### config.mk
export PLATFORM = sky130hd
export DESIGN_NAME = mem_arbiter
export DESIGN_NICKNAME = d
export VERILOG_FILES = /design/src/rtl/pipe_defs_pkg.sv /design/src/rtl/mem_arbiter.sv
export SDC_FILE = /design/constraint.sdc
export NUM_CORES = 1
export LEC_CHECK = 0
export ABC_AREA = 1
export CORE_MARGIN = 2
export CORE_UTILIZATION = 44
export DETAILED_ROUTE_END_ITERATION = 10
export PLACE_DENSITY = 0.86
export SLEW_MARGIN = 20
export SYNTH_ARGS = -nofsm -noshare
export SYNTH_HDL_FRONTEND = slang
export SYNTH_SLANG_ARGS = --single-unit
### constraint.sdc
create_clock -name clk -period 2.4 [get_ports clk]
set_input_delay 0.24 -clock clk [delete_from_list [all_inputs] [get_ports clk]]
set_output_delay 0.24 -clock clk [all_outputs]
set_load 0.05 [all_outputs]
### src/rtl/pipe_defs_pkg.sv
// pipe_defs: definitions shared by the pipeline stages and the memory arbiter.
//   PIPE_ADDR_W / PIPE_DATA_W : default address / data widths
//   arb_state_t               : arbiter FSM state encoding (2 bits)
//   arb_owner_t               : which requester owns the current access
package pipe_defs;

  localparam int PIPE_ADDR_W = 32;
  localparam int PIPE_DATA_W = 32;

  typedef enum logic [1:0] {
    ST_IDLE   = 2'd0,
    ST_ACC_IF = 2'd1,
    ST_ACC_DM = 2'd2,
    ST_DONE   = 2'd3
  } arb_state_t;

  typedef enum logic {
    OWN_IF = 1'b0,
    OWN_DM = 1'b1
  } arb_owner_t;

endpackage

### src/rtl/mem_arbiter.sv
// mem_arbiter: arbitrates the single-ported unified memory between instruction
// fetch (IF) and the data-memory stage (DM). One access at a time, each held for
// LATENCY cycles, followed by a one-cycle ready pulse and one bubble cycle.
//
// Ports:
//   clk, rst                 clock, synchronous active-high reset
//   if_req/if_addr/if_flush  fetch request, PC, branch-redirect flush
//   if_ready/if_rdata        fetch completion pulse and instruction
//   if_stall                 freezes PC and IF/ID while a fetch is pending
//   dm_req/dm_we/dm_addr/dm_wdata  data request (load or store)
//   dm_ready/dm_rdata        data completion pulse and load data
//   dm_stall                 freezes the whole pipeline while data is pending
//   mem_en/mem_we/mem_addr/mem_wdata/mem_rdata  memory-side interface
module mem_arbiter
  import pipe_defs::*;
#(
  parameter int ADDR_W     = PIPE_ADDR_W,
  parameter int DATA_W     = PIPE_DATA_W,
  parameter int LATENCY    = 2,
  parameter int STARVE_MAX = 2
) (
  input  logic              clk,
  input  logic              rst,
  input  logic              if_req,
  input  logic [ADDR_W-1:0] if_addr,
  input  logic              if_flush,
  output logic              if_ready,
  output logic [DATA_W-1:0] if_rdata,
  output logic              if_stall,
  input  logic              dm_req,
  input  logic              dm_we,
  input  logic [ADDR_W-1:0] dm_addr,
  input  logic [DATA_W-1:0] dm_wdata,
  output logic              dm_ready,
  output logic [DATA_W-1:0] dm_rdata,
  output logic              dm_stall,
  output logic              mem_en,
  output logic              mem_we,
  output logic [ADDR_W-1:0] mem_addr,
  output logic [DATA_W-1:0] mem_wdata,
  input  logic [DATA_W-1:0] mem_rdata
);

  localparam int CNT_W = $clog2(LATENCY + 1);
  localparam int SC_W  = $clog2(STARVE_MAX + 1);
  localparam logic [CNT_W-1:0] CNT_LOAD    = CNT_W'(LATENCY - 1);
  localparam logic [SC_W-1:0]  STARVE_FULL = SC_W'(STARVE_MAX);

  arb_state_t        r_state;
  arb_state_t        w_state_next;
  arb_owner_t        r_owner;
  logic [CNT_W-1:0]  r_cnt;
  logic [SC_W-1:0]   r_starve_cnt;
  logic              r_flush_pend;
  logic              r_mem_en;
  logic              r_mem_we;
  logic [ADDR_W-1:0] r_mem_addr;
  logic [DATA_W-1:0] r_mem_wdata;
  logic [DATA_W-1:0] r_if_rdata;
  logic [DATA_W-1:0] r_dm_rdata;

  // DM normally wins; once fetch has been passed over STARVE_MAX times it is forced.
  logic w_force_if;
  logic w_grant_dm;
  logic w_grant_if;
  logic w_acc_last;
  logic w_if_drop;

  assign w_force_if = if_req & (r_starve_cnt == STARVE_FULL);
  assign w_grant_dm = dm_req & ~w_force_if;
  assign w_grant_if = if_req & ~w_grant_dm;
  assign w_acc_last = (r_cnt == '0);
  // A redirect seen at any point of the fetch (or live in the ready cycle)
  // turns the fetched word into garbage for the pipeline.
  assign w_if_drop  = r_flush_pend | if_flush;

  always_ff @(posedge clk) begin
    if (rst) begin
      r_state <= ST_IDLE;
    end else begin
      r_state <= w_state_next;
    end
  end

  always_comb begin
    w_state_next = r_state;
    case (r_state)
      ST_IDLE: begin
        if (w_grant_dm) begin
          w_state_next = ST_ACC_DM;
        end else if (w_grant_if) begin
          w_state_next = ST_ACC_IF;
        end
      end
      ST_ACC_IF, ST_ACC_DM: begin
        if (w_acc_last) begin
          w_state_next = ST_DONE;
        end
      end
      ST_DONE: w_state_next = ST_IDLE;
      default: w_state_next = ST_IDLE;
    endcase
  end

  always_ff @(posedge clk) begin
    if (rst) begin
      r_owner      <= OWN_IF;
      r_cnt        <= '0;
      r_starve_cnt <= '0;
      r_flush_pend <= 1'b0;
      r_mem_en     <= 1'b0;
      r_mem_we     <= 1'b0;
      r_mem_addr   <= '0;
      r_mem_wdata  <= '0;
      r_if_rdata   <= '0;
      r_dm_rdata   <= '0;
    end else begin
      case (r_state)
        ST_IDLE: begin
          r_flush_pend <= 1'b0;
          if (w_grant_dm) begin
            r_owner     <= OWN_DM;
            r_mem_en    <= 1'b1;
            r_mem_we    <= dm_we;
            r_mem_addr  <= dm_addr;
            r_mem_wdata <= dm_wdata;
            r_cnt       <= CNT_LOAD;
            if (if_req && (r_starve_cnt != STARVE_FULL)) begin
              r_starve_cnt <= r_starve_cnt + 1'b1;
            end
          end else if (w_grant_if) begin
            r_owner      <= OWN_IF;
            r_mem_en     <= 1'b1;
            r_mem_we     <= 1'b0;
            r_mem_addr   <= if_addr;
            r_mem_wdata  <= '0;
            r_cnt        <= CNT_LOAD;
            r_starve_cnt <= '0;
          end
        end
        ST_ACC_IF, ST_ACC_DM: begin
          if (r_state == ST_ACC_IF && if_flush) begin
            r_flush_pend <= 1'b1;
          end
          if (w_acc_last) begin
            r_mem_en <= 1'b0;
            r_mem_we <= 1'b0;
            if (r_state == ST_ACC_IF) begin
              if (!w_if_drop) begin
                r_if_rdata <= mem_rdata;
              end
            end else if (!r_mem_we) begin
              r_dm_rdata <= mem_rdata;
            end
          end else begin
            r_cnt <= r_cnt - 1'b1;
          end
        end
        ST_DONE: r_flush_pend <= 1'b0;
        default: r_flush_pend <= 1'b0;
      endcase
    end
  end

  assign if_ready  = (r_state == ST_DONE) && (r_owner == OWN_IF) && !w_if_drop;
  assign dm_ready  = (r_state == ST_DONE) && (r_owner == OWN_DM);
  assign if_stall  = if_req & ~if_ready;
  assign dm_stall  = dm_req & ~dm_ready;
  assign if_rdata  = r_if_rdata;
  assign dm_rdata  = r_dm_rdata;
  assign mem_en    = r_mem_en;
  assign mem_we    = r_mem_we;
  assign mem_addr  = r_mem_addr;
  assign mem_wdata = r_mem_wdata;

endmodule

==> impl_metrics.py <==
metrics = {
    "place": {
        "io_buffers": 267,
        "hpwl_mm": 11.91,
        "gp_congestion": 0.8278,
        "placed_area_sq_mm": 0.008219,
    },
    "routing": {
        "avgViaCountPerCell": 4.887,
        "vias": 5801,
        "wirelength_mm": 17.26,
        "post-route-drc-count": 0,
        "wl_per_cell_um": 14.54,
        "ant_nets": 0,
        "drt-initial-drc-count": 539,
        "first_pass_iters": 7,
    },
    "clock_tree": {
        "cts_tree": "built",
        "clk_pin_slew_worst_paths_ns": 0.06,
        "postCtsHoldBufs": 0,
        "numCtsBuffers": 17,
        "ctsRootBufferMaster": "clkbuf_16",
        "clk_latency_ns": 0.41,
        "clock_path_buffers": 2,
        "post-cts-setup-buffers": 0,
        "clock_sinks": 138,
        "htree_levels": 4,
        "cts_resized": 0,
    },
    "floorplan": {
        "dieArea_sq_mm": 0.01345,
        "fp.dieH_um": 116.0,
        "io_pins": 268,
        "num_rows": 40,
        "die_width_um": 116.0,
        "start_util_pct": 45.54,
        "core-area_sq_mm": 0.01211,
    },
    "timing": {
        "slew_headroom_pct": 42.47,
        "fmax_mhz": 457.9,
        "finalSetupViolations": 0,
        "skew_ns": 0.007140,
        "period_needed_ns": 2.184,
        "rsz0062_at_grt": "false",
        "final-hold-violation-count": 0,
        "finalSetupTns_ns": 0,
        "drv_slew": 0,
        "final.period_utilization_pct": 91.00,
        "worst_pin_slew_ns": 0.8617,
    },
    "grt": {
        "grt_pass1_vias": 5470,
        "grt_max_degree": 71,
        "grt_pass1_wl_mm": 26.33,
        "antenna_found_initial": 0,
        "grt_use_total_pct": 25.01,
        "grt.overflow.total": 0,
    },
    "cells_and_area": {
        "layout_commonest_cell": "clkdlybuf4s50_1",
        "drive_gt1_share_pct": 5.496,
        "fin_nets": 1148,
        "diodes": 0,
        "layout_common_cells": "263 x clkdlybuf4s50_1, 218 x nand2_1, 142 x nor2_1, 138 x dfxtp_1, 73 x a21oi_1",
        "final_area_sq_mm": 0.008847,
        "synthToLayoutAreaGrowth_pct": 60.41,
    },
    "critical_path": {
        "ff2ff_path_depth": 8,
        "setup.worst_path.end_class": "primary output",
        "cp.arrival_ns": 1.94,
        "crit_path_max_fanout": 5,
        "critical_path.startpoint_type": "flip-flop",
        "critPathRequiredTime_ns": 2.16,
        "worstSetupPathType": "reg -> out",
    },
    "synth": {
        "syn_area_per_cell_sq_um": 7.286,
        "ys_warn_count": 0,
        "synth.yosys.seq_area_share_pct": 50.09,
        "synth_seq_cells": 138,
        "synth_area_sq_mm": 0.005515,
        "synthTopCellsByArea": "dfxtp_1 50%, nand2_1 15%, nor2_1 9.7%",
        "synth_top_area_share_pct": 50.09,
        "synthesis.nets": 899,
        "synth_top_area_cell": "dfxtp_1",
        "netlist_instances": 757,
        "yosys.cell_types.count": 19,
    },
    "power_and_ir_drop": {
        "switching_power_mw": 5.218,
        "power_frac_clock_pct": 23.2,
        "sw_frac_of_total_pct": 44.13,
        "total_power_mw": 11.82,
        "leakagePower_nw": 3.534,
        "pwr-share-comb_pct": 48.9,
        "power_per_cell_area_mw_per_mm2": 1336,
        "p_int_mw": 6.606,
        "peakVddDrop_uv": 511.1,
        "pwr-share-seq_pct": 27.9,
    },
    "status": {
        "status": "completed",
    },
    "run": {
        "maxCapViolations": 0,
    },
    "worst_hold_path": {
        "hp-class": "in -> reg",
        "worst_hold_path.num_cells": 3,
    },
}
[sequential cells by signal, summed over array words and instances, names as in the netlist]
register,cells
r_cnt,2
if_rdata,32
mem_we,1
r_starve_cnt,2
r_flush_pend,1
r_owner,1
mem_addr,32
mem_en,1
mem_wdata,32
dm_rdata,32
r_state,2
[synth_stat cells]
| cell | number |
|---|---|
| o21ai_0 | 65 |
| inv_1 | 15 |
| a21oi_1 | 73 |
| or2_2 | 1 |
| buf_6 | 10 |
| nand3_1 | 38 |
| buf_1 | 2 |
| nand2_1 | 218 |
| nor2_4 | 3 |
| buf_4 | 1 |
| nor2_1 | 142 |
| nand2_4 | 1 |
| o21ai_1 | 2 |
| clkbuf_1 | 19 |
| inv_2 | 2 |
| ha_1 | 8 |
| buf_2 | 18 |
| dfxtp_1 | 138 |
| nand2_2 | 1 |
[cell families (layout without fill, tap and decap cells)]
group | Yosys count | after routing | synth area share (%)
adder cells (fa/ha/maj) | 8 | 8 | 1.815
AO/OA/AOI/OAI | 140 | 140 | 12.70
buffers and inverters | 67 | 329 | 6.398
AND/OR/NAND/NOR | 404 | 404 | 28.99
flip-flops | 138 | 138 | 50.09
[cell type report]
class,instances,area [sq um]
timing repair buffer,280,2783
clock inverter,12,171.4
inverter,17,63.81
sequential,138,2763
multi-input combinational,552,2400
tap,168,210.2
fill,961,3264
clock buffer,20,456.7
[power by group through the flow]
stage / sequential (mW) / clock, mW / combinational [mW]
after floorplan: 5.36 / 0 / 1.89
after global placement: 3.31 / 0 / 5.69
after detailed placement: 3.33 / 0 / 5.77
after CTS: 3.30 / 2.77 / 5.80
after global routing: 3.37 / 2.88 / 6.19
final: 3.30 / 2.74 / 5.79
[per-layer routing]
metal	track usage [%]	wire [um]	vias to the layer above
li1	-	-	2917
met1	27.58	6691	2604
met2	43.86	8544	249
met3	8.944	1648	31
met4	10.08	378	0
met5	0	0	-
[worst paths after layout]
kind,startpoint,end,slack [ns]
min,dm_wdata[9],mem_wdata[9],0.38
max,r_state[0],dm_ready,0.22
max reg2reg,r_state[0],mem_wdata[0],0.51
min reg2reg,mem_addr[4],mem_addr[4],0.46
[through the flow]
step           utilization [%]  hold slack (ns)  instances  worst slack, ns
3_5_place_dp             67.86           0.4545       1155           0.4369
5_1_grt                  73.05           0.3701       1187           0.1127
4_1_cts                  73.05           0.3655       1187           0.1817
3_3_place_gp             67.86           0.4495       1155           0.4479
2_1_floorplan                -           0.3828        757           0.4417
6_report                 73.05           0.3814       1187           0.2161
[worst max-delay path: stages, from the launching register on]
cell,delay (ns)
dfxtp_1,0.40
ha_1,0.20
nand2_1,0.06
inv_1,0.08
clkdlybuf4s50_1,0.80
Power figures use the tool's default switching activity.
